<file path="src/rtl/serial_magnitude_comparator.sv">
// MSB-first serial magnitude comparator: walks two latched operands two bits per
// cycle, exits early once the order is decided, and reports EQ/GT/LT with a done pulse.
module serial_magnitude_comparator #(
    parameter int unsigned WIDTH  = 32,
    parameter bit          SIGNED = 1'b0
) (
    input  logic                                 clock,
    input  logic                                 reset,
    input  logic                                 start,
    input  logic                                 abort,
    input  logic [WIDTH-1:0]                     A,
    input  logic [WIDTH-1:0]                     B,
    output logic                                 busy,
    output logic                                 done,
    output logic                                 EQ,
    output logic                                 GT,
    output logic                                 LT,
    output logic [$clog2(WIDTH/2+1)-1:0]         slices
);

    localparam int unsigned S  = WIDTH / 2;
    localparam int unsigned SW = $clog2(S + 1);
    localparam int unsigned IW = (S > 1) ? $clog2(S) : 1;

    typedef enum logic [1:0] {
        IDLE = 2'd0,
        RUN  = 2'd1,
        DONE = 2'd2
    } state_e;

    state_e            state_q, state_d;
    logic [WIDTH-1:0]  a_q, a_d, b_q, b_d;
    logic              eq_q, eq_d, gt_q, gt_d;
    logic [IW-1:0]     idx_q, idx_d;
    logic [SW-1:0]     cnt_q, cnt_d;
    logic              busy_q, busy_d, done_q, done_d;
    logic              eq_out_q, eq_out_d, gt_out_q, gt_out_d, lt_out_q, lt_out_d;
    logic [SW-1:0]     slices_q, slices_d;

    logic [1:0]        sa, sb;
    logic              eq_n, gt_n;

    // Current 2-bit slice; the sign bit is flipped so two's-complement orders like unsigned
    always_comb begin
        sa = a_q[{idx_q, 1'b0} +: 2];
        sb = b_q[{idx_q, 1'b0} +: 2];
        if (SIGNED && (idx_q == IW'(S - 1))) begin
            sa[1] = ~sa[1];
            sb[1] = ~sb[1];
        end
        eq_n = eq_q & (sa == sb);
        gt_n = gt_q | (eq_q & (sa > sb));
    end

    always_comb begin
        state_d  = state_q;
        a_d      = a_q;
        b_d      = b_q;
        eq_d     = eq_q;
        gt_d     = gt_q;
        idx_d    = idx_q;
        cnt_d    = cnt_q;
        done_d   = 1'b0;
        eq_out_d = eq_out_q;
        gt_out_d = gt_out_q;
        lt_out_d = lt_out_q;
        slices_d = slices_q;

        unique case (state_q)
            IDLE: begin
                if (start && !abort) begin
                    a_d     = A;
                    b_d     = B;
                    eq_d    = 1'b1;
                    gt_d    = 1'b0;
                    idx_d   = IW'(S - 1);
                    cnt_d   = '0;
                    state_d = RUN;
                end
            end
            RUN: begin
                if (abort) begin
                    state_d = IDLE;
                end else begin
                    eq_d  = eq_n;
                    gt_d  = gt_n;
                    cnt_d = SW'(cnt_q + SW'(1));
                    if ((idx_q == '0) || !eq_n) begin
                        state_d  = DONE;
                        done_d   = 1'b1;
                        eq_out_d = eq_n;
                        gt_out_d = gt_n;
                        lt_out_d = ~eq_n & ~gt_n;
                        slices_d = SW'(cnt_q + SW'(1));
                    end else begin
                        idx_d = IW'(idx_q - IW'(1));
                    end
                end
            end
            DONE: begin
                state_d = IDLE;
            end
            default: begin
                state_d = IDLE;
            end
        endcase

        busy_d = (state_d != IDLE);
    end

    always_ff @(posedge clock or posedge reset) begin
        if (reset) begin
            state_q  <= IDLE;
            a_q      <= '0;
            b_q      <= '0;
            eq_q     <= 1'b1;
            gt_q     <= 1'b0;
            idx_q    <= IW'(S - 1);
            cnt_q    <= '0;
            busy_q   <= 1'b0;
            done_q   <= 1'b0;
            eq_out_q <= 1'b0;
            gt_out_q <= 1'b0;
            lt_out_q <= 1'b0;
            slices_q <= '0;
        end else begin
            state_q  <= state_d;
            a_q      <= a_d;
            b_q      <= b_d;
            eq_q     <= eq_d;
            gt_q     <= gt_d;
            idx_q    <= idx_d;
            cnt_q    <= cnt_d;
            busy_q   <= busy_d;
            done_q   <= done_d;
            eq_out_q <= eq_out_d;
            gt_out_q <= gt_out_d;
            lt_out_q <= lt_out_d;
            slices_q <= slices_d;
        end
    end

    assign busy   = busy_q;
    assign done   = done_q;
    assign EQ     = eq_out_q;
    assign GT     = gt_out_q;
    assign LT     = lt_out_q;
    assign slices = slices_q;

endmodule
</file>
<file path="config.mk">
export PLATFORM = sky130hd
export DESIGN_NAME = serial_magnitude_comparator
export DESIGN_NICKNAME = d
export VERILOG_FILES = /design/src/rtl/serial_magnitude_comparator.sv
export SDC_FILE = /design/constraint.sdc
export NUM_CORES = 1
export LEC_CHECK = 0
export BUFFER_PORTS_ARGS = -buffer_cell sky130_fd_sc_hd__buf_2
export CAP_MARGIN = 10
export CORE_MARGIN = 2
export CORE_UTILIZATION = 35
export DETAILED_ROUTE_END_ITERATION = 7
export PLACE_DENSITY = 0.67
export SLEW_MARGIN = 20
export SYNTH_ARGS = -nofsm -noshare
export SYNTH_HDL_FRONTEND = slang
export SYNTH_SLANG_ARGS = --single-unit
</file>
<file path="constraint.sdc">
create_clock -name clock -period 6.8 [get_ports clock]
set_input_delay 1.7 -clock clock [delete_from_list [all_inputs] [get_ports clock]]
set_output_delay 1.7 -clock clock [all_outputs]
set_load 0.01 [all_outputs]
</file>
==> flow_summary.toml <==
[status]
outcome = "complete, no violations"

[timing]
skew_ns = 0.0103
max_slew.worst_pin.slew_ns = 0.805
max_freq_ghz = 0.311
period_share_pct = 47.2
finalCriticalPeriod_ns = 3.21
setup_viol = 0
drv_slew = 0
hold_violations = 0
relSlewSlack_pct = 46.4
final.setup.tns_ns = 0
grt_setup_unrepaired = "false"

[yosys]
synth_xor_area_share_pct = 0.654
ys.flop_type = "dfrtp_1"
synthArstFlopShare_pct = 100
synth_fp_nets = 341
synthAdderAreaFrac_pct = 1.25
synth_compound_area_share_pct = 5.54
synth_mux_area_share_pct = 29.0
yosysUniqueCellTypes = 40
synth_edf_count = 0
synth_top_family_by_area = "multiplexers"
synthCells = 269
netlist_area_sq_um = 4020
yosys_warnings = 0
synth-simple-area-share_pct = 5.45
synth_seq_area_share_pct = 54.3
ys_ff_latch = 87
syn-mean-instance-area_sq_um = 14.9

[placement]
placed_area_sq_um = 4490
routabilityCongestion = 0.791
io_buffers = 77
dp_hpwl_um = 5710

[setup_path]
cp.required_ns = 7.02
crit_arrival_ns = 3.44
r2r_slack_ns = 3.59
timing.critical_path.from_type = "flip-flop"
worstSetupPathType = "flip-flop to flip-flop"
cp_max_fo = 19
endpoint_kind = "flip-flop"

[run]
drv_cap = 0

[drt]
drt_iter0_markers = 99
route.detailed.drc = 0
wirelength_um = 8080
num_vias = 2467
postRouteAntennaNets = 0
dr.pass1.iters = 4
wl_per_cell_um = 16.3
vias_per_cell = 4.98

[die]
core_sq_um = 11300
dieArea_sq_um = 12400
start_util_pct = 35.5
pin_count = 78
die_x_um = 111
placementRows = 39
die_y_um = 111

[worst_hold_path]
min_path_type = "flip-flop to flip-flop"

[clock_tree]
h-tree-depth = 3
cts_tree = "built"
cts_hold_buf = 0
cts_num_sinks = 87
cts_setup_buffers = 0
clockBufferDepth = 2
cts_resized = 0
numCtsBuffers = 9
path_clk_slew_ns = 0.07
insertion_delay_ns = 0.34
cts_root_buf = "clkbuf_16"

[cells_and_area]
area_delta_synth_final_pct = 19.4
final_common_cell = "dfrtp_1"
nets = 419
final_layout_size_suffix_gt1_share_pct = 36.9
utilization_pct = 42.4
finalInstanceArea_sq_um = 4800
final_cell_mix = "dfrtp_1 (82), buf_2 (77), mux2_1 (49)"
diodes = 0

[global_route]
grt_usage_pct = 14.0
grt_overflow = 0
grt_pass1_wl_um = 13500
grt_max_degree = 88
antenna_found_initial = 0
grt_pass1_vias = 2642

[power_and_ir_drop]
p_leak_nw = 2.20
ir_drop_uv = 224
powerDensity_nw_per_um2 = 465
power_mw = 2.23
-- Yosys cell counts, types with 2 or more instances --
| library cell | n | area, sq um |
|---|---|---|
| nor3_1 | 4 | 20.0 |
| o22a_1 | 2 | 17.5 |
| mux4_2 | 2 | 45.0 |
| o21ai_0 | 9 | 45.0 |
| o21ai_2 | 2 | 17.5 |
| dfrtp_1 | 82 | 2050 |
| mux4_1 | 14 | 368 |
| nand3_1 | 4 | 20.0 |
| nor2_1 | 9 | 33.8 |
| ha_1 | 4 | 50.1 |
| mux2_1 | 49 | 552 |
| dfstp_2 | 5 | 131 |
| xor2_1 | 2 | 17.5 |
| inv_1 | 8 | 30.0 |
| o21a_1 | 2 | 15.0 |
| mux2_2 | 18 | 203 |
| nand2_1 | 16 | 60.1 |
| o221ai_1 | 2 | 17.5 |
| buf_2 | 4 | 20.0 |
| o22ai_1 | 4 | 25.0 |
| a21oi_1 | 2 | 10.0 |
| buf_6 | 7 | 78.8 |
-- routing by layer --
layer,track usage [%],vias to the layer above,share of wire (%)
li1,-,1159,-
met1,17.9,1231,44
met2,23.1,63,51
met3,3.39,14,3.9
met4,5.02,0,1.6
met5,0,-,0
-- cells by family (layout without fill, tap and decap cells) --
kind of cell	Yosys count	count (layout)
buffers and inverters	21	104
AO/OA/AOI/OAI	31	31
AND/OR/NAND/NOR	40	40
adder cells (fa/ha/maj)	4	4
XOR/XNOR	3	3
flip-flops	87	87
multiplexers	83	83
-- per-stage QoR --
step                std cells  setup WS [ns]  hold slack, ns
floorplan                 269           2.86           0.449
global placement          479           3.68           0.459
detailed placement        479           3.61           0.470
CTS                       495           3.60           0.486
global route              495           3.38           0.502
finish                    495           3.59           0.475
-- path summary, 6_finish.rpt --
| check | from | cells past startpoint | end |
|---|---|---|---|
| setup / recovery | idx_q[1] | 7 | slices[1] |
| hold / removal | slices[0] | 2 | slices[0] |
| setup reg to reg | idx_q[1] | 7 | slices[1] |
| hold reg to reg | slices[0] | 2 | slices[0] |
| max in group asynchronous | reset | 3 | cnt_q[1] |
| min in group asynchronous | reset | 3 | slices[0] |
-- sequential cells by signal, indices dropped and copies added, names as in the netlist, 2 cells and up --
| name | flops |
|---|---|
| slices | 5 |
| b_q | 32 |
| idx_q | 4 |
| cnt_q | 5 |
| state_q | 2 |
| a_q | 32 |
-- power by group --
group | total [mW] | internal, mW | leakage (nW) | switching, mW
combinational | 0.788 | 0.442 | 1.02 | 0.346
sequential | 0.944 | 0.768 | 1.04 | 0.176
clock | 0.500 | 0.289 | 0.140 | 0.211
-- worst max-delay path, stage by stage, from the launching register on --
cell	delay, ns
dfstp_2	0.85
mux4_1	0.61
o22ai_1	0.19
nor2_1	0.07
ha_1	0.32
nand3_1	0.18
o21ai_2	0.49
mux2_2	0.39
-- final cells by class --
cell class / instances / area, sq um
fill: 1077 / 6520
sequential: 87 / 2180
multi-input combinational: 161 / 1690
timing repair buffer: 80 / 412
clock buffer: 9 / 225
tap: 143 / 179
clock inverter: 7 / 81.3
inverter: 8 / 31.3
Note: power is estimated with default switching activity, not from simulation.
